[config.mk]
export PLATFORM = sky130hd
export DESIGN_NAME = dma_sched
export DESIGN_NICKNAME = d
export VERILOG_FILES = /design/src/rtl/dma_sched.sv
export SDC_FILE = /design/constraint.sdc
export NUM_CORES = 1
export LEC_CHECK = 0
export ABC_CLOCK_PERIOD_IN_PS = 8029
export CAP_MARGIN = 5
export CORE_MARGIN = 2
export CORE_UTILIZATION = 60
export DETAILED_ROUTE_END_ITERATION = 10
export DONT_BUFFER_PORTS = 1
export PLACE_DENSITY = 0.75
export SLEW_MARGIN = 10
export SYNTH_ARGS = -nofsm -noshare
export SYNTH_HDL_FRONTEND = slang
export SYNTH_SLANG_ARGS = --single-unit
[constraint.sdc]
create_clock -name clk_i -period 8.03 [get_ports clk_i]
set_input_delay 2.0075 -clock clk_i [delete_from_list [all_inputs] [get_ports clk_i]]
set_output_delay 2.0075 -clock clk_i [all_outputs]
set_load 0.02 [all_outputs]
[src/rtl/dma_sched.sv]
// DELQA DMA job scheduler: arbitrates TX/RX jobs, programs the DMA register file as bus master,
// polls for completion. Define DMA_SCHED_WDOG_EN to add the completion watchdog.
module dma_sched #(
  parameter logic [5:0]  BUS_TMO     = 6'd63,
  parameter int unsigned POLL_GAP    = 4,
  parameter int unsigned WDOG_CYCLES = 65535
) (
  input  logic        clk_i,
  input  logic        rst_i,
  input  logic        tx_req_i,
  input  logic [21:0] tx_haddr_i,
  input  logic [15:0] tx_lad_i,
  input  logic [15:0] tx_wcnt_i,
  output logic        tx_done_o,
  input  logic        rx_req_i,
  input  logic [21:0] rx_haddr_i,
  input  logic [15:0] rx_lad_i,
  input  logic [15:0] rx_wcnt_i,
  output logic        rx_done_o,
  output logic [1:0]  err_o,
  output logic        busy_o,
  output logic [2:0]  m_adr_o,
  output logic [15:0] m_dat_o,
  input  logic [15:0] m_dat_i,
  output logic        m_cyc_o,
  output logic        m_stb_o,
  output logic        m_we_o,
  output logic [1:0]  m_sel_o,
  input  logic        m_ack_i
);

  localparam logic [3:0] S_INIT   = 4'd0;
  localparam logic [3:0] S_IDLE   = 4'd1;
  localparam logic [3:0] S_WR_WC  = 4'd2;
  localparam logic [3:0] S_WR_LAD = 4'd3;
  localparam logic [3:0] S_WR_HLO = 4'd4;
  localparam logic [3:0] S_WR_HHI = 4'd5;
  localparam logic [3:0] S_WR_OP  = 4'd6;
  localparam logic [3:0] S_POLL   = 4'd7;
  localparam logic [3:0] S_CLR    = 4'd8;
  localparam logic [3:0] S_DONE   = 4'd9;

  logic [3:0]  state_q, state_d;
  logic        prio_q, prio_d;   // 1: RX wins the next tie
  logic        dir_q, dir_d;     // 1: RX job
  logic [21:0] haddr_q, haddr_d;
  logic [15:0] lad_q, lad_d;
  logic [15:0] wcnt_q, wcnt_d;
  logic        nxm_q, nxm_d;
  logic        busy_q, busy_d;
  logic        tx_done_q, tx_done_d;
  logic        rx_done_q, rx_done_d;
  logic [1:0]  err_q, err_d;
  logic        cyc_q, cyc_d;
  logic        we_q, we_d;
  logic [2:0]  adr_q, adr_d;
  logic [15:0] dat_q, dat_d;
  logic [7:0]  gap_q, gap_d;

  logic        pick_rx;
  logic [21:0] sel_haddr;
  logic [15:0] sel_lad;
  logic [15:0] sel_wcnt;
  logic        bus_need;
  logic        bus_we;
  logic [2:0]  bus_adr;
  logic [15:0] bus_dat;
  logic        wd_hit;
  logic        wd_err;
  logic        unused_dat;

  assign pick_rx   = rx_req_i && (!tx_req_i || prio_q);
  assign sel_haddr = pick_rx ? rx_haddr_i : tx_haddr_i;
  assign sel_lad   = pick_rx ? rx_lad_i   : tx_lad_i;
  assign sel_wcnt  = pick_rx ? rx_wcnt_i  : tx_wcnt_i;
  assign unused_dat = ^{m_dat_i[15:8], m_dat_i[5:0]};

  always_comb begin
    bus_need = 1'b1;
    bus_we   = 1'b1;
    bus_adr  = '0;
    bus_dat  = '0;
    case (state_q)
      S_INIT:   begin bus_adr = 3'd5; bus_dat = {10'd0, BUS_TMO}; end
      S_WR_WC:  begin bus_adr = 3'd1; bus_dat = wcnt_q; end
      S_WR_LAD: begin bus_adr = 3'd2; bus_dat = lad_q; end
      S_WR_HLO: begin bus_adr = 3'd3; bus_dat = haddr_q[15:0]; end
      S_WR_HHI: begin bus_adr = 3'd4; bus_dat = {10'd0, haddr_q[21:16]}; end
      S_WR_OP:  begin bus_adr = 3'd0; bus_dat = dir_q ? 16'h0005 : 16'h000A; end
      S_POLL:   bus_we = 1'b0;
      S_CLR:    ;
      default:  bus_need = 1'b0;
    endcase
  end

`ifdef DMA_SCHED_WDOG_EN
  logic [31:0] wd_cnt_q, wd_cnt_d;
  logic        wd_err_q, wd_err_d;

  assign wd_hit = (state_q == S_POLL) && !cyc_q && (wd_cnt_q >= WDOG_CYCLES);
  assign wd_err = wd_err_q;

  always_comb begin
    wd_cnt_d = '0;
    if (state_q == S_POLL)
      wd_cnt_d = (wd_cnt_q < WDOG_CYCLES) ? wd_cnt_q + 32'd1 : wd_cnt_q;
    wd_err_d = wd_err_q;
    if (state_q == S_IDLE)
      wd_err_d = 1'b0;
    else if (wd_hit)
      wd_err_d = 1'b1;
  end

  always_ff @(posedge clk_i or posedge rst_i) begin
    if (rst_i) begin
      wd_cnt_q <= '0;
      wd_err_q <= 1'b0;
    end else begin
      wd_cnt_q <= wd_cnt_d;
      wd_err_q <= wd_err_d;
    end
  end
`else
  assign wd_hit = 1'b0;
  assign wd_err = 1'b0;
`endif

  always_comb begin
    state_d   = state_q;
    prio_d    = prio_q;
    dir_d     = dir_q;
    haddr_d   = haddr_q;
    lad_d     = lad_q;
    wcnt_d    = wcnt_q;
    nxm_d     = nxm_q;
    busy_d    = busy_q;
    tx_done_d = 1'b0;
    rx_done_d = 1'b0;
    err_d     = '0;
    cyc_d     = cyc_q;
    we_d      = we_q;
    adr_d     = adr_q;
    dat_d     = dat_q;
    gap_d     = gap_q;

    case (state_q)
      S_IDLE: begin
        if (tx_req_i || rx_req_i) begin
          dir_d   = pick_rx;
          haddr_d = sel_haddr;
          lad_d   = sel_lad;
          wcnt_d  = sel_wcnt;
          nxm_d   = 1'b0;
          if (sel_wcnt == '0) begin
            // Empty job: report immediately, never touches the DMA engine
            state_d   = S_DONE;
            tx_done_d = !pick_rx;
            rx_done_d = pick_rx;
            prio_d    = !pick_rx;
          end else begin
            state_d = S_WR_WC;
            busy_d  = 1'b1;
          end
        end
      end
      S_DONE: state_d = S_IDLE;
      default: ;
    endcase

    if (bus_need) begin
      if (cyc_q) begin
        if (m_ack_i) begin
          cyc_d = 1'b0;
          we_d  = 1'b0;
          adr_d = '0;
          dat_d = '0;
          case (state_q)
            S_INIT:   state_d = S_IDLE;
            S_WR_WC:  state_d = S_WR_LAD;
            S_WR_LAD: state_d = S_WR_HLO;
            S_WR_HLO: state_d = S_WR_HHI;
            S_WR_HHI: state_d = S_WR_OP;
            S_WR_OP: begin
              state_d = S_POLL;
              gap_d   = '0;
            end
            S_POLL: begin
              if (m_dat_i[7]) begin
                nxm_d   = m_dat_i[6];
                state_d = S_CLR;
              end else begin
                gap_d = 8'(POLL_GAP);
              end
            end
            S_CLR: begin
              state_d   = S_DONE;
              busy_d    = 1'b0;
              tx_done_d = !dir_q;
              rx_done_d = dir_q;
              err_d     = {wd_err, nxm_q};
              prio_d    = !dir_q;
            end
            default: ;
          endcase
        end
      end else if (wd_hit) begin
        state_d = S_CLR;
        nxm_d   = 1'b0;
      end else if (gap_q != '0) begin
        gap_d = gap_q - 8'd1;
      end else begin
        cyc_d = 1'b1;
        we_d  = bus_we;
        adr_d = bus_adr;
        dat_d = bus_dat;
      end
    end
  end

  always_ff @(posedge clk_i or posedge rst_i) begin
    if (rst_i) begin
      state_q   <= S_INIT;
      prio_q    <= 1'b0;
      dir_q     <= 1'b0;
      haddr_q   <= '0;
      lad_q     <= '0;
      wcnt_q    <= '0;
      nxm_q     <= 1'b0;
      busy_q    <= 1'b0;
      tx_done_q <= 1'b0;
      rx_done_q <= 1'b0;
      err_q     <= '0;
      cyc_q     <= 1'b0;
      we_q      <= 1'b0;
      adr_q     <= '0;
      dat_q     <= '0;
      gap_q     <= '0;
    end else begin
      state_q   <= state_d;
      prio_q    <= prio_d;
      dir_q     <= dir_d;
      haddr_q   <= haddr_d;
      lad_q     <= lad_d;
      wcnt_q    <= wcnt_d;
      nxm_q     <= nxm_d;
      busy_q    <= busy_d;
      tx_done_q <= tx_done_d;
      rx_done_q <= rx_done_d;
      err_q     <= err_d;
      cyc_q     <= cyc_d;
      we_q      <= we_d;
      adr_q     <= adr_d;
      dat_q     <= dat_d;
      gap_q     <= gap_d;
    end
  end

  assign tx_done_o = tx_done_q;
  assign rx_done_o = rx_done_q;
  assign err_o     = err_q;
  assign busy_o    = busy_q;
  assign m_cyc_o   = cyc_q;
  assign m_stb_o   = cyc_q;
  assign m_we_o    = we_q;
  assign m_adr_o   = adr_q;
  assign m_dat_o   = dat_q;
  assign m_sel_o   = 2'b11;

endmodule

# After elaboration in Yosys (flattened, before gate mapping)
# Cells that the tools add are included.
# Widths: inputs -> output; s select.
# word_totals
reg_bits	95
input_bits	129
# op_classes
add_sub_neg	1
eq_ne	13
n_mux	72
reduce_logical	14
# op_table
operator	n
$pmux 16 s6	1
$mux 16	5
$mux 1	47
$mux 8	4
$pmux 4 s8	1
$mux 4	7
$mux 22	1
$eq 4x3->1 const B	4
$logic_not 16->1	1
$pmux 8 s2	1
$pmux 3 s5	1
$mux 3	3
$eq 4x2->1 const B	2
$eq 4x4->1 const B	2
$pmux 4 s2	1
$reduce_bool 8->1	1
$reduce_or 8->1	1
$sub 8x1->8 const B	1
$reduce_and 5->1	1
$eq 4x1->1 const B	1
$logic_not 4->1	1
$ne 2x2->1 const B	2
$logic_not 1->1	3
$ne 3x1->1 const B	1
other kinds (6)	7

# Depth between registers and ports, before layout
# Gate-level depths: netlist of run 1.
# logic_depth
depth_word	13
mapped_depth	8

# Worst setup path after synthesis of run 1
# No wires, ideal clock.
# synth_path
path_type	input -> register
start	input tx_req_i
end	register haddr_q[16]
t_arrival_ns	3.062
path_slack_ns	4.833
cell_stages	5
path_buffers	1
path_cell_list	inv_1 -> o21ai_1 -> clkbuf_1 -> mux2i_1 -> o21ai_0
# synth_between
elab_chain_len	4
word_cells_on_any_way	6
# synth_lines
item	line_no	rtl
from (decl)	10	input logic tx_req_i,
$logic_not 1->1	72	assign pick_rx = rx_req_i && (!tx_req_i || prio_q);
$logic_or 1x1->1	72	
$logic_and 1x1->1	72	
$mux 22	73	assign sel_haddr = pick_rx ? rx_haddr_i : tx_haddr_i;
to (signal assigned)	242	haddr_q <= haddr_d;
to (decl)	46	logic [21:0] haddr_q, haddr_d;
# Parallel ways exist; a longest one is shown, timed or not.
# A chain may end at the register's enable or synchronous reset.

# Final worst setup path of run 1
# layout_path
start	register cyc_q (netlist: m_cyc_o)
end	output m_cyc_o
# layout_lines
item	line_no	rtl
from (decl)	54	logic cyc_q, cyc_d;
from (signal assigned)	250	cyc_q <= cyc_d;
to (decl)	25	output logic m_cyc_o,
# No word-level cell between the ends.

==> results of run 1 <==
## kinds of logic after synthesis
group / Yosys count
buffers and inverters: 45
other: 2
and+or+nand+nor: 181
muxes: 45
DFF: 94
adders and majority gates: 1
AOI/OAI and AO/OA: 145
## worst min path at each step
stage | from | to | slack (ns) | cells past startpoint
2_1_floorplan | haddr_q[0]$_DFFE_PP0P_ | haddr_q[0]$_DFFE_PP0P_ | 0.44 | 2
3_3_place_gp | haddr_q[0]$_DFFE_PP0P_ | haddr_q[0]$_DFFE_PP0P_ | 0.46 | 2
3_5_place_dp | haddr_q[1]$_DFFE_PP0P_ | haddr_q[1]$_DFFE_PP0P_ | 0.47 | 2
4_1_cts | haddr_q[1]$_DFFE_PP0P_ | haddr_q[1]$_DFFE_PP0P_ | 0.49 | 2
5_1_grt | haddr_q[15]$_DFFE_PP0P_ | haddr_q[15]$_DFFE_PP0P_ | 0.52 | 2
6_report | haddr_q[0]$_DFFE_PP0P_ | haddr_q[0]$_DFFE_PP0P_ | 0.48 | 2
## synth_stat cells, drive strengths merged, types with 4 or more instances
cell	instances	area (sq um)
or2	4	25.0
o211ai	5	37.5
nor2	16	60.1
a21oi	9	45.0
clkbuf	19	71.3
dfrtp	94	2350
mux2	5	56.3
a22o	17	158
nand2	110	413
nor4	10	62.6
buf	19	125
o22ai	6	37.5
nand4	4	25.0
inv	7	26.3
o21ai	50	250
a22oi	34	255
and2	7	43.8
nor3	5	30.0
mux2i	40	400
## metrics by stage
stage	cells	total power, uW
global route	601	1660
floorplan	514	1140
global placement	585	1220
detailed placement	585	1250
finish	601	1530
CTS	601	1530
## state kept, by name, indices dropped and copies added (netlist names), 3 cells and up
| name | cells |
|---|---|
| lad_q | 16 |
| m_dat_o | 16 |
| m_adr_o | 3 |
| haddr_q | 22 |
| wcnt_q | 16 |
| gap_q | 8 |
| state_q | 4 |
## routing by layer
layer | vias up | track usage (%)
met2 | 139 | 42.0
li1 | 1801 | -
met1 | 1833 | 37.4
met3 | 15 | 5.59
met5 | - | 0
met4 | 0 | 7.61
## report_power, final
group	switching, uW	internal, uW
Clock	170	114
Combinational	218	196
Sequential	189	642
Total	578	952
## layout make-up
cell class / count / area [sq um]
Multi-Input combinational cell: 375 / 2390
Fill cell: 677 / 2990
Tap cell: 105 / 131
Clock inverter: 6 / 46.3
Sequential cell: 94 / 2350
Timing Repair Buffer: 4 / 30.0
Inverter: 7 / 28.8
Clock buffer: 10 / 128
==> impl_metrics.env, run 1 <==
export IMPL_crit_path_start_kind="flop"
export IMPL_wl_met2_um=5450
export IMPL_post_synthesis_sequential_element_count=94
export IMPL_postRouteWirelength_um=11400
export IMPL_dieWidth_um=94.6
export IMPL_later_pin_clock_latency_in_the_skew_report_ns=0.37
export IMPL_ctsLongestPathBuffers=2
export IMPL_synth_seq_area_share_pct=47.8
export IMPL_place_area_sq_um=4920
export IMPL_mostFrequentLayoutCells="110 x sky130_fd_sc_hd__nand2_1, 94 x sky130_fd_sc_hd__dfrtp_1, 47 x sky130_fd_sc_hd__o21ai_0"
export IMPL_num_nets_final=621
export IMPL_cts_sinks=94
export IMPL_setup_violations_final=0
export IMPL_timing_setup_tns_ns=0
export IMPL_gpl_final_weighted_congestion=0.884
export IMPL_route_detailed_drc=0
export IMPL_syn_avg_cell_area_sq_um=9.59
export IMPL_post_route_cell_area_sq_um=5100
export IMPL_ir_worst_vdd_uv=133
export IMPL_reg_to_reg_end="m_adr_o[0]$_DFFE_PP0P_"
export IMPL_drt_met1_wl_um=5120
export IMPL_core_area_sq_um=8090
export IMPL_finClkSkew_ns=0.0103
export IMPL_routed_top_layer="met4"
export IMPL_dpl_worst_slack_ns=4.45
export IMPL_yosys_area_share_simple_pct=17.7
export IMPL_rows=33
export IMPL_clk_transition_reported_paths_ns=0.09
export IMPL_grt_pass1_vias=3650
export IMPL_vias=3788
export IMPL_synth_async_reset_ratio_pct=100
export IMPL_worst_slew_margin_rel_pct=32.0
export IMPL_holdBufCountCts=0
export IMPL_drtAntennaViolNets=0
export IMPL_synth_area_sq_um=4920
export IMPL_wl_per_cell_um=19.0
export IMPL_synth_compound_area_share_pct=20.3
export IMPL_endpoint="m_cyc_o"
export IMPL_drt_pass1_iter_count=5
export IMPL_tritoncts="yes"
export IMPL_reg2reg_setup_slack_ns=5.40
export IMPL_final_max_slew_viol_count=0
export IMPL_critPathKind="flop to primary output"
export IMPL_yosysWarnings=0
export IMPL_synth_adder_area_share_pct=0.254
export IMPL_detail_route_met3_wl_um=707
export IMPL_required_worst_endpoint_ns=6.02
export IMPL_final_core_util_pct=63.0
export IMPL_worst_path_max_fanout=19
export IMPL_muxShareOfSynthArea_pct=9.28
export IMPL_routed_via_density=6.30
export IMPL_post_synth_xor_area_fraction_pct=0
export IMPL_cellPowerDensity_nw_per_um2=300
export IMPL_finalCritPeriodShare_pct=40.8
export IMPL_place_hpwl_um=8290
export IMPL_grt_setup_unrepaired="false"
export IMPL_yosysUniqueCellTypes=59
export IMPL_die_ar_sq_um=8940
export IMPL_pin_count=158
export IMPL_startpoint="m_cyc_o$_DFFE_PP0N_"
export IMPL_num_antenna_cells=0
export IMPL_drt_iter0_markers=303
export IMPL_worst_slew_pin_transition_ns=1.02
export IMPL_die_height_um=94.6
export IMPL_track_usage_pct=26.6
export IMPL_fin_worst_hold_slack_ns=0.483
export IMPL_cts_root_buf="sky130_fd_sc_hd__clkbuf_8"
export IMPL_buffer_ports_inserted=0
export IMPL_max_cap_violations=0
export IMPL_cts_made_buffers=9
export IMPL_grt_max_degree=82
export IMPL_synth_flop_cell="sky130_fd_sc_hd__dfrtp_1"
export IMPL_postLayoutSetupSlackWorst_ns=4.75
export IMPL_cts_resized=0
export IMPL_p_leak_uw=0.00236
export IMPL_global_route_wire_length_before_repair_um=18200
export IMPL_netlist_instances=513
export IMPL_period_needed_ns=3.28
export IMPL_worst_r2r_path_depth=5
export IMPL_antenna_violations_before_repair=0
export IMPL_start_util_pct=60.8
export IMPL_crit_path_end_kind="primary output"
export IMPL_mostFrequentLayoutCell="sky130_fd_sc_hd__nand2_1"
export IMPL_worstSetupPathDepth=0
export IMPL_maxClockFrequency_mhz=305
export IMPL_synth_enable_flop_cells=0
export IMPL_drive_gt1_share_pct=8.87
export IMPL_post_cts_setup_driven_buffer_insertion_count=0
export IMPL_regToRegStartpoint="state_q[2]$_DFF_PP0_"
export IMPL_arrival_ns=1.27
export IMPL_area_growth_from_synthesis_to_final_layout_pct=3.71
export IMPL_cts_htree_levels=3
export IMPL_finalHoldViolCount=0
export IMPL_tightest_hold_check_type="flop to flop"
export IMPL_dominant_combinational_cell_family_by_area_after_synthesis="compound AO/OA/AOI/OAI gates"
export IMPL_total_overflow_reported_by_the_global_router=0
export IMPL_run_status="complete, no violations"
Note: power is estimated with default switching activity, not from simulation.
==> run 2: changes to the inputs <==
ABC_CLOCK_PERIOD_IN_PS = 3000   (was 8029)
CORE_UTILIZATION = 57   (was 60)
PLACE_DENSITY = 0.74   (was 0.75)
clock period = 3 ns   (was 8.03 ns; I/O delays follow)
==> run 2 against run 1 <==
Effect of this change:
- sequential cell count stayed put
- core utilization about the same
- clock-buffer cell count unchanged
- global-route usage decreased by 1.7 points
- first-iteration DRC count down 29%
- combinational power grew to 3.2 times the previous value
- highest routed layer unchanged
- die area increased by 5.0%
- final cell count rose by 1.5%
- critical path depth grew 6
- total power grew to 2.8 times the previous value
- largest power group unchanged
- worst hold slack worse by 0.079 ns
==> impl_metrics.env, run 2 (same netlist as run 1, synthesis figures left out) <==
export IMPL_start_util_pct=59.3
export IMPL_cellPowerDensity_nw_per_um2=821
export IMPL_required_worst_endpoint_ns=3.29
export IMPL_global_route_wire_length_before_repair_um=18800
export IMPL_die_ar_sq_um=9390
export IMPL_slowest_stage="sky130_fd_sc_hd__and3_1"
export IMPL_placedCellCount=595
export IMPL_drtAntennaViolNets=0
export IMPL_post_cts_setup_driven_buffer_insertion_count=0
export IMPL_finClkSkew_ns=0.0102
export IMPL_num_nets_final=631
export IMPL_max_cap_violations=0
export IMPL_tightest_hold_check_type="input port to async pin"
export IMPL_grt_setup_unrepaired="false"
export IMPL_vias=3835
export IMPL_route_detailed_drc=0
export IMPL_mostFrequentLayoutCell="sky130_fd_sc_hd__nand2_1"
export IMPL_grt_max_degree=95
export IMPL_gpl_final_weighted_congestion=0.831
export IMPL_buffer_ports_inserted=0
export IMPL_crit_chain="inv_1 -> ha_1 -> or3b_2 -> nor2_1 -> and3_1 -> a22o_1"
export IMPL_cts_root_buf="sky130_fd_sc_hd__clkbuf_8"
export IMPL_mostFrequentLayoutCells="110 x sky130_fd_sc_hd__nand2_1, 94 x sky130_fd_sc_hd__dfrtp_1, 47 x sky130_fd_sc_hd__o21ai_0"
export IMPL_grt_pass1_vias=3703
export IMPL_cts_resized=0
export IMPL_post_route_cell_area_sq_um=5240
export IMPL_cts_sinks=94
export IMPL_timing_setup_tns_ns=0
export IMPL_antenna_violations_before_repair=0
export IMPL_critPathKind="flop to flop"
export IMPL_dieWidth_um=96.9
export IMPL_ctsLongestPathBuffers=2
export IMPL_cts_htree_levels=3
export IMPL_wl_per_cell_um=19.2
export IMPL_filler_cell_count=723
export IMPL_cts_made_buffers=9
export IMPL_die_height_um=96.9
export IMPL_holdBufCountCts=0
export IMPL_finalHoldViolCount=0
export IMPL_postRouteWirelength_um=11700
export IMPL_period_needed_ns=2.36
export IMPL_total_overflow_reported_by_the_global_router=0
export IMPL_registers_top_by_ff_count="haddr_q"
export IMPL_crit_path_start_kind="flop"
export IMPL_later_pin_clock_latency_in_the_skew_report_ns=0.35
export IMPL_max_stage_delay_ns=0.63
export IMPL_clk_transition_reported_paths_ns=0.09
export IMPL_track_usage_pct=24.9
export IMPL_place_hpwl_um=8630
export IMPL_finalCritPeriodShare_pct=78.6
export IMPL_detail_route_met3_wl_um=702
export IMPL_pin_count=158
export IMPL_drt_iter0_markers=215
export IMPL_maxClockFrequency_mhz=424
export IMPL_wl_met2_um=5540
export IMPL_drt_pass1_iter_count=4
export IMPL_ir_worst_vdd_uv=362
export IMPL_largest_register_ff_count=22
export IMPL_arrival_ns=2.65
export IMPL_tritoncts="yes"
export IMPL_place_area_sq_um=5030
export IMPL_num_antenna_cells=0
export IMPL_final_max_slew_viol_count=0
export IMPL_instances_no_fill=610
export IMPL_worst_slew_margin_rel_pct=28.5
export IMPL_final_core_util_pct=63.1
export IMPL_setup_violations_final=0
export IMPL_worst_path_max_fanout=16
export IMPL_core_area_sq_um=8300
export IMPL_routed_top_layer="met4"
export IMPL_crit_path_end_kind="flop"
export IMPL_run_status="complete, no violations"
export IMPL_routed_via_density=6.29
export IMPL_p_leak_uw=0.00244
export IMPL_drt_met1_wl_um=5260
export IMPL_drive_gt1_share_pct=10.7
export IMPL_worst_slew_pin_transition_ns=1.07
export IMPL_area_growth_from_synthesis_to_final_layout_pct=6.41
export IMPL_rows=33
run 2: worst paths after layout:
| path | from | end | slack (ns) | cells past startpoint |
|---|---|---|---|---|
| setup reg to reg | gap_q[0]$_DFFE_PP0P_ | m_dat_o[9]$_DFFE_PP0P_ | 0.64 | 6 |
| setup / recovery | gap_q[0]$_DFFE_PP0P_ | m_dat_o[9]$_DFFE_PP0P_ | 0.64 | 6 |
| min in group clk_i | haddr_q[3]$_DFFE_PP0P_ | haddr_q[3]$_DFFE_PP0P_ | 0.49 | 2 |
| hold / removal | rst_i | gap_q[1]$_DFFE_PP0P_ | 0.40 | 2 |
| max in group asynchronous | rst_i | haddr_q[2]$_DFFE_PP0P_ | 2.23 | 2 |
| hold reg to reg | haddr_q[3]$_DFFE_PP0P_ | haddr_q[3]$_DFFE_PP0P_ | 0.49 | 2 |
run 2: report_power, final:
group / internal, uW / switching (uW)
registers: 1720 / 405
clock network: 413 / 448
logic: 589 / 721
run 2: layout make-up:
cell class                 count  area (sq um)  share of cell area (%)
clock buffer                  10           138                    2.63
clock inverter                 5          63.8                    1.22
inverter                       7          30.0                   0.574
multi-input combinational    375          2380                    45.4
sequential                    94          2350                    44.9
tap                          105           131                    2.51
timing repair buffer          14           143                    2.72
run 2: worst max-delay path, delay by kind of cell (launching register included):
kind | cells | cell delay [ns]
simple gates | 3 | 1.37
compound gates | 1 | 0.24
flops | 1 | 0.38
buf+inv | 1 | 0.09
fa+ha+maj | 1 | 0.21
run 2: layer usage:
layer	GRT usage (%)	vias to the layer above
met4	7.91	0
met2	39.3	130
met1	35.6	1858
met5	0	-
met3	3.83	16
li1	-	1831
run 2: through the flow:
| step | hold WS [ns] | total power [uW] | setup WS, ns |
|---|---|---|---|
| CTS | 0.418 | 4330 | 0.651 |
| floorplan | 0.445 | 3050 | 1.06 |
| global placement | 0.463 | 3400 | 0.712 |
| detailed placement | 0.467 | 3460 | 0.662 |
| finish | 0.404 | 4300 | 0.642 |
| global route | 0.435 | 4620 | 0.468 |
